[config.mk]
export PLATFORM = sky130hd
export DESIGN_NAME = fp_stb_initiator_flat
export DESIGN_NICKNAME = d
export VERILOG_FILES = /design/src/rtl/fp_hs_pkg.sv /design/src/rtl/fp_stb_initiator_if.sv /design/src/rtl/fp_stb_initiator_watchdog.sv /design/src/rtl/fp_stb_initiator.sv /design/src/flat_wrapper.sv
export SDC_FILE = /design/constraint.sdc
export NUM_CORES = 1
export LEC_CHECK = 0
export BUFFER_PORTS_ARGS = -buffer_cell sky130_fd_sc_hd__buf_2
export CAP_MARGIN = 15
export CELL_PAD_IN_SITES_DETAIL_PLACEMENT = 1
export CELL_PAD_IN_SITES_GLOBAL_PLACEMENT = 1
export CORE_MARGIN = 2
export CORE_UTILIZATION = 31
export CTS_CLUSTER_SIZE = 20
export DETAILED_ROUTE_END_ITERATION = 16
export GPL_TIMING_DRIVEN = 0
export PLACE_DENSITY = 0.75
export SLEW_MARGIN = 30
export SYNTH_ARGS = -nofsm -noshare
export SYNTH_HDL_FRONTEND = slang
export SYNTH_SLANG_ARGS = --single-unit
[constraint.sdc]
create_clock -name clk -period 3.8 [get_ports clk]
set_input_delay 0.38 -clock clk [delete_from_list [all_inputs] [get_ports clk]]
set_output_delay 0.38 -clock clk [all_outputs]
set_load 0.01 [all_outputs]
[src/rtl/fp_hs_pkg.sv]
// Shared types and defaults for the double-precision stb/ack operand protocol.
// Used by the initiator and by the core-side responders.
package fp_hs_pkg;

  typedef logic [63:0] fp64_t;

  typedef enum logic [1:0] {
    IDLE,
    ISSUE,
    WAIT_Z,
    RESP
  } init_state_e;

  localparam int unsigned DEFAULT_TAG_W   = 8;
  localparam int unsigned DEFAULT_TIMEOUT = 1024;

endpackage

[src/rtl/fp_stb_initiator_if.sv]
// Bundle of the upstream request, core stb/ack and downstream result channels.
// master = the initiator block, slave = the surrounding control/core side.
interface fp_stb_initiator_if
  import fp_hs_pkg::*;
#(
  parameter int unsigned TAG_W = DEFAULT_TAG_W
) ();

  logic             req_valid;
  logic             req_ready;
  fp64_t            req_a;
  fp64_t            req_b;
  logic [TAG_W-1:0] req_tag;

  fp64_t            input_a;
  fp64_t            input_b;
  logic             input_a_stb;
  logic             input_b_stb;
  logic             input_a_ack;
  logic             input_b_ack;

  fp64_t            output_z;
  logic             output_z_stb;
  logic             output_z_ack;

  logic             res_valid;
  logic             res_ready;
  fp64_t            res_z;
  logic [TAG_W-1:0] res_tag;

  logic [31:0]      op_count;
  logic             timeout;

  modport master (
    input  req_valid, req_a, req_b, req_tag,
    input  input_a_ack, input_b_ack,
    input  output_z, output_z_stb,
    input  res_ready,
    output req_ready,
    output input_a, input_b, input_a_stb, input_b_stb,
    output output_z_ack,
    output res_valid, res_z, res_tag,
    output op_count, timeout
  );

  modport slave (
    output req_valid, req_a, req_b, req_tag,
    output input_a_ack, input_b_ack,
    output output_z, output_z_stb,
    output res_ready,
    input  req_ready,
    input  input_a, input_b, input_a_stb, input_b_stb,
    input  output_z_ack,
    input  res_valid, res_z, res_tag,
    input  op_count, timeout
  );

endinterface

[src/rtl/fp_stb_initiator_watchdog.sv]
// Saturating stall counter with a sticky expiry flag; cleared on each new wait,
// advanced on every waiting cycle that did not complete.
module fp_hs_watchdog #(
  parameter int unsigned TIMEOUT = 1024
) (
  input  logic clk,
  input  logic rst_n,
  input  logic clear_i,
  input  logic run_i,
  output logic expired_o
);

  logic [15:0] cnt_q, cnt_d;
  logic        expired_q, expired_d;

  always_comb begin
    cnt_d     = cnt_q;
    expired_d = expired_q;
    if (clear_i) begin
      cnt_d = '0;
    end else if (run_i) begin
      // cnt_q counts elapsed stalled cycles; this edge completes cycle cnt_q+1
      if (cnt_q == 16'(TIMEOUT - 1)) expired_d = 1'b1;
      if (cnt_q != '1) cnt_d = cnt_q + 16'd1;
    end
  end

  always_ff @(posedge clk or negedge rst_n) begin
    if (!rst_n) begin
      cnt_q     <= '0;
      expired_q <= 1'b0;
    end else begin
      cnt_q     <= cnt_d;
      expired_q <= expired_d;
    end
  end

  assign expired_o = expired_q;

endmodule

[src/rtl/fp_stb_initiator.sv]
// Initiator for the FP-core stb/ack protocol: takes one operand pair over
// valid/ready, issues A/B independently, collects Z and returns it tagged.
module fp_stb_initiator
  import fp_hs_pkg::*;
#(
  parameter int unsigned TAG_W   = DEFAULT_TAG_W,
  parameter int unsigned TIMEOUT = DEFAULT_TIMEOUT
) (
  input logic                 clk,
  input logic                 rst_n,
  fp_stb_initiator_if.master  bus
);

  init_state_e      state_q;
  logic             ready_q;
  logic             a_stb_q;
  logic             b_stb_q;
  logic             z_ack_q;
  logic             res_valid_q;
  fp64_t            a_q;
  fp64_t            b_q;
  fp64_t            res_z_q;
  logic [TAG_W-1:0] tag_q;
  logic [31:0]      op_count_q;

  logic a_done;
  logic b_done;
  logic issue_done;
  logic z_xfer;
  logic timeout_w;

  assign a_done     = a_stb_q & bus.input_a_ack;
  assign b_done     = b_stb_q & bus.input_b_ack;
  // A channel whose strobe is already low finished on an earlier edge
  assign issue_done = (state_q == ISSUE) && (a_done || !a_stb_q) && (b_done || !b_stb_q);
  assign z_xfer     = z_ack_q & bus.output_z_stb;

  fp_hs_watchdog #(
    .TIMEOUT (TIMEOUT)
  ) u_watchdog (
    .clk       (clk),
    .rst_n     (rst_n),
    .clear_i   (issue_done),
    .run_i     ((state_q == WAIT_Z) && !z_xfer),
    .expired_o (timeout_w)
  );

  always_ff @(posedge clk or negedge rst_n) begin
    if (!rst_n) begin
      state_q     <= IDLE;
      ready_q     <= 1'b0;
      a_stb_q     <= 1'b0;
      b_stb_q     <= 1'b0;
      z_ack_q     <= 1'b0;
      res_valid_q <= 1'b0;
      a_q         <= '0;
      b_q         <= '0;
      res_z_q     <= '0;
      tag_q       <= '0;
      op_count_q  <= '0;
    end else begin
      case (state_q)
        IDLE: begin
          // ready rises one edge after reset release, so no capture on that edge
          ready_q <= 1'b1;
          if (ready_q && bus.req_valid) begin
            a_q     <= bus.req_a;
            b_q     <= bus.req_b;
            tag_q   <= bus.req_tag;
            a_stb_q <= 1'b1;
            b_stb_q <= 1'b1;
            ready_q <= 1'b0;
            state_q <= ISSUE;
          end
        end
        ISSUE: begin
          if (a_done) a_stb_q <= 1'b0;
          if (b_done) b_stb_q <= 1'b0;
          if (issue_done) begin
            z_ack_q <= 1'b1;
            state_q <= WAIT_Z;
          end
        end
        WAIT_Z: begin
          if (z_xfer) begin
            res_z_q     <= bus.output_z;
            z_ack_q     <= 1'b0;
            res_valid_q <= 1'b1;
            state_q     <= RESP;
          end
        end
        RESP: begin
          if (bus.res_ready) begin
            res_valid_q <= 1'b0;
            ready_q     <= 1'b1;
            op_count_q  <= op_count_q + 32'd1;
            state_q     <= IDLE;
          end
        end
        default: state_q <= IDLE;
      endcase
    end
  end

  assign bus.req_ready    = ready_q;
  assign bus.input_a      = a_q;
  assign bus.input_b      = b_q;
  assign bus.input_a_stb  = a_stb_q;
  assign bus.input_b_stb  = b_stb_q;
  assign bus.output_z_ack = z_ack_q;
  assign bus.res_valid    = res_valid_q;
  assign bus.res_z        = res_z_q;
  assign bus.res_tag      = tag_q;
  assign bus.op_count     = op_count_q;
  assign bus.timeout      = timeout_w;

endmodule
[src/flat_wrapper.sv]
// flat-port wrapper written by rule: the top's interface ports become plain ports
module fp_stb_initiator_flat import fp_hs_pkg::*;
#(
  parameter int unsigned TAG_W   = DEFAULT_TAG_W,
  parameter int unsigned TIMEOUT = DEFAULT_TIMEOUT
)
  (clk, rst_n, bus_req_valid, bus_req_a, bus_req_b, bus_req_tag, bus_input_a_ack, bus_input_b_ack, bus_output_z, bus_output_z_stb, bus_res_ready, bus_req_ready, bus_input_a, bus_input_b, bus_input_a_stb, bus_input_b_stb, bus_output_z_ack, bus_res_valid, bus_res_z, bus_res_tag, bus_op_count, bus_timeout);
  fp_stb_initiator_if #(.TAG_W(TAG_W)) bus_i ();
  input logic clk;
  input logic rst_n;
  input wire logic [$bits(bus_i.req_valid)-1:0] bus_req_valid;
  input wire logic [$bits(bus_i.req_a)-1:0] bus_req_a;
  input wire logic [$bits(bus_i.req_b)-1:0] bus_req_b;
  input wire logic [$bits(bus_i.req_tag)-1:0] bus_req_tag;
  input wire logic [$bits(bus_i.input_a_ack)-1:0] bus_input_a_ack;
  input wire logic [$bits(bus_i.input_b_ack)-1:0] bus_input_b_ack;
  input wire logic [$bits(bus_i.output_z)-1:0] bus_output_z;
  input wire logic [$bits(bus_i.output_z_stb)-1:0] bus_output_z_stb;
  input wire logic [$bits(bus_i.res_ready)-1:0] bus_res_ready;
  output wire logic [$bits(bus_i.req_ready)-1:0] bus_req_ready;
  output wire logic [$bits(bus_i.input_a)-1:0] bus_input_a;
  output wire logic [$bits(bus_i.input_b)-1:0] bus_input_b;
  output wire logic [$bits(bus_i.input_a_stb)-1:0] bus_input_a_stb;
  output wire logic [$bits(bus_i.input_b_stb)-1:0] bus_input_b_stb;
  output wire logic [$bits(bus_i.output_z_ack)-1:0] bus_output_z_ack;
  output wire logic [$bits(bus_i.res_valid)-1:0] bus_res_valid;
  output wire logic [$bits(bus_i.res_z)-1:0] bus_res_z;
  output wire logic [$bits(bus_i.res_tag)-1:0] bus_res_tag;
  output wire logic [$bits(bus_i.op_count)-1:0] bus_op_count;
  output wire logic [$bits(bus_i.timeout)-1:0] bus_timeout;
  assign bus_i.req_valid = bus_req_valid;
  assign bus_i.req_a = bus_req_a;
  assign bus_i.req_b = bus_req_b;
  assign bus_i.req_tag = bus_req_tag;
  assign bus_i.input_a_ack = bus_input_a_ack;
  assign bus_i.input_b_ack = bus_input_b_ack;
  assign bus_i.output_z = bus_output_z;
  assign bus_i.output_z_stb = bus_output_z_stb;
  assign bus_i.res_ready = bus_res_ready;
  assign bus_req_ready = bus_i.req_ready;
  assign bus_input_a = bus_i.input_a;
  assign bus_input_b = bus_i.input_b;
  assign bus_input_a_stb = bus_i.input_a_stb;
  assign bus_input_b_stb = bus_i.input_b_stb;
  assign bus_output_z_ack = bus_i.output_z_ack;
  assign bus_res_valid = bus_i.res_valid;
  assign bus_res_z = bus_i.res_z;
  assign bus_res_tag = bus_i.res_tag;
  assign bus_op_count = bus_i.op_count;
  assign bus_timeout = bus_i.timeout;
  fp_stb_initiator #(.TAG_W(TAG_W), .TIMEOUT(TIMEOUT)) u_core (.clk(clk), .rst_n(rst_n), .bus(bus_i));
endmodule
==> flow_summary_export.csv <==
group,metric,value,unit
worst_setup_path,required,4.22,ns
floorplanning,rows,66,
global_routing,antenna_found_initial,6,
sta,finalSetupTns,0,ns
detailed_routing,top_layer_used,"met4",
worst_setup_path,cpPeakStageDelay,0.61,ns
floorplanning,start_util,0.3141,
clock_tree,clock_latency,0.54,ns
status,status,"completed",
clock_tree,htree_levels,1,
detailed_routing,detail_route.first_pass.iterations,4,
worst_setup_path,crit_cells,6,
synth,syn_inst,982,
sta,slew_viol_final,0,
clock_tree,clk_pin_slew_worst_paths,0.06,ns
floorplanning,die_area,0.03435,mm2
floorplanning,chipHeight,185.3,um
synth,synthesis.area,0.01019,mm2
worst_setup_path,crit_slowest_cell,"nor4b_1",
worst_setup_path,critical_path_buf_inv_count,1,
worst_setup_path,path_cells,"ha_1 -> nand2_1 -> nor4b_1 -> clkbuf_1 -> nand4_1 -> xnor2_1",
synth,yosysWarnings,0,
synth,syn_nets,1196,
sta,rsz0062_at_grt,"no",
worst_setup_path,start_kind,"flop",
clock_tree,cts_tree,"yes",
cells_and_area,syn_to_final_growth,38.46,%
global_routing,grt_overflow,0,
synth,ys_ff_latch,256,
detailed_routing,drc,0,
sta,worstMarginPinSlew,0.8554,ns
clock_tree,cts_max_path_buffers,3,
sta,hold_viol_final,0,
clock_tree,cts_buffers,29,
placed_design,portBuffers,444,
worst_setup_path,reg2reg_to,"u_core.bus.op_count[27]",
synth,synth_edf_count,0,
power,ir_worst_vdd,373.8,uV
power,leakagePower,7.626,nW
global_routing,grt_pass1_wl,51.49,mm
power,power,11.02,mW
clock_tree,ctsResizeCount,0,
min_path,min_path_type,"in -> reg",
sta,fin_worst_skew,0.006986,ns
synth,synth-async-reset-ratio,1.000,
worst_setup_path,r2r-start,"u_core.state_q[0]",
worst_setup_path,cp-startpoint,"u_core.state_q[0]",
global_routing,grt_max_degree,84,
synth,yosys_most_used_dff,"dfrtp_1",
detailed_routing,wl_met1,12.54,mm
synth,ys_seq_area_frac,0.6285,
global_routing,first_global_vias,9380,
worst_setup_path,crit_path_end,"u_core.bus.op_count[27]",
sta,timing.fmax,405.9,MHz
global_routing,track_usage,0.1905,
worst_setup_path,crit_family,"simple AND/OR/NAND/NOR gates",
cells_and_area,nets,1680,
detailed_routing,wl_met3,3.175,mm
detailed_routing,initialDrtViolationCount,250,
synth,syn_area_per_cell,10.38,um2
sta,period_share,0.6483,
worst_setup_path,r2r_cells,6,
sta,min_period,2.464,ns
worst_setup_path,r2r_setup_slack,1.34,ns
synth,ys_types,42,
floorplanning,boundaryPins,445,
cells_and_area,final_util,0.4349,
worst_setup_path,crit_type,"reg -> reg",
floorplanning,die_w,185.3,um
placed_design,place_congestion,0.7775,
cells_and_area,final_layout_size_suffix_gt1_frac,0.3806,
floorplanning,coreArea,0.03245,mm2
clock_tree,post-cts-setup-buffer-count,0,
sta,finalSetupViolCount,0,
detailed_routing,wl_met2,17.31,mm
detailed_routing,ant_nets,0,
flow_run,max_cap_viol_count,0,
worst_setup_path,end_kind,"flop",
sta,maxSlewHeadroom,0.4250,
detailed_routing,post_drt_wl_per_cell,17.46,um
detailed_routing,routed_wl,33.75,mm
clock_tree,root_buffer,"clkbuf_16",
cells_and_area,layout_commonest_cell,"buf_2",
worst_setup_path,path_max_fanout,10,
power,power.density,780.7,mW/mm2
clock_tree,holdBufCountCts,6,
detailed_routing,vias,8832,
cells_and_area,mostFrequentLayoutCells,"445 x buf_2, 428 x nand2_1, 256 x dfrtp_1",
clock_tree,clkSinkCount,256,
detailed_routing,avgViaCountPerCell,4.569,
placed_design,dp_hpwl,25.38,mm
worst_setup_path,arrival,2.88,ns
-- power by group --
| group | internal [mW] | switching (mW) |
|---|---|---|
| Sequential | 3.80 | 0.584 |
| Combinational | 1.59 | 2.18 |
| Clock | 1.75 | 1.12 |
-- cell usage after synthesis (all sizes together) (2+ instances only) --
library cell,instances,area [um2]
a21bo,2,20.02
a21oi,14,70.07
a31oi,2,12.51
and3,10,62.56
and4,6,52.55
buf,8,40.04
clkbuf,36,135.1
dfrtp,256,6406
ha,7,87.58
inv,8,30.03
mux2,66,743.2
mux2i,3,30.03
nand2,428,1607
nand2b,5,31.28
nand3,28,140.1
nand4,16,100.1
nor2,13,48.80
nor3,3,15.01
nor4,2,18.77
o21ai,8,40.04
o31ai,8,60.06
or2,2,12.52
or4,8,60.06
xnor2,27,236.5
xor2,4,35.03
-- worst register-to-register path, cell delays in order (launching register included) --
cell      delay [ns]
dfrtp_1         0.39
ha_1            0.35
nand2_1         0.17
nor4b_1         0.61
clkbuf_1        0.47
nand4_1         0.19
xnor2_1         0.17
-- state kept, by name, indices dropped and copies added, names as in the netlist --
| signal | flops |
|---|---|
| u_core.bus.op_count | 32 |
| u_core.bus.res_z | 64 |
| u_core.u_watchdog.cnt_q | 16 |
| u_core.bus.input_b | 64 |
| u_core.bus.input_a_stb | 1 |
| u_core.bus.input_b_stb | 1 |
| u_core.bus.input_a | 64 |
| u_core.u_watchdog.expired_o | 1 |
| u_core.bus.res_valid | 1 |
| u_core.state_q | 2 |
| u_core.bus.output_z_ack | 1 |
| u_core.bus.req_ready | 1 |
| u_core.bus.res_tag | 8 |
-- stage by stage --
step / cell area, um2 / std cells / hold slack (ns) / setup slack (ns)
after global routing: 14110 / 1932 / 0.01006 / 1.056
after CTS: 14100 / 1929 / 0.00002925 / 1.268
final: 14110 / 1933 / 0.03325 / 1.336
after detailed placement: 13060 / 1871 / 0.2845 / 1.292
after floorplan: 10190 / 982 / 0.08441 / 1.694
after global placement: 12970 / 1868 / 0.4532 / -2.501
-- cell families after synthesis --
kind of cell | synth area share
compound gates | 0.02750
xor+xnor | 0.02664
buf+inv | 0.02013
flops | 0.6285
mux | 0.07586
fa+ha+maj | 0.008592
simple gates | 0.2128
-- per-layer routing --
metal / up-vias / GRT usage
met5: - / 0
met4: 0 / 0.04508
met3: 53 / 0.07039
met2: 303 / 0.3470
met1: 4313 / 0.2094
li1: 4163 / -
-- area by class of cell --
type | instances | area [um2]
buffer | 44 | 175.2
clock inverter | 10 | 127.6
antenna | 4 | 10.01
timing repair buffer | 453 | 2375
sequential | 256 | 6406
fill | 3838 | 18340
multi-input combinational | 674 | 3582
inverter | 8 | 30.03
tap | 442 | 553.0
clock buffer | 42 | 854.6
-- worst min path at each step --
stage,start,to,slack (ns),cells after the start
after global placement,u_core.bus.input_a[53],u_core.bus.input_a[53],0.45,2
final,bus_req_a[27],u_core.bus.input_a[27],0.03,3
after detailed placement,rst_n,u_core.bus.op_count[27],0.28,1
after CTS,bus_req_a[37],u_core.bus.input_a[37],0.00003,3
after floorplan,rst_n,u_core.bus.input_a[0],0.08,0
after global routing,bus_req_a[36],u_core.bus.input_a[36],0.01,3
Power figures use the tool's default switching activity.
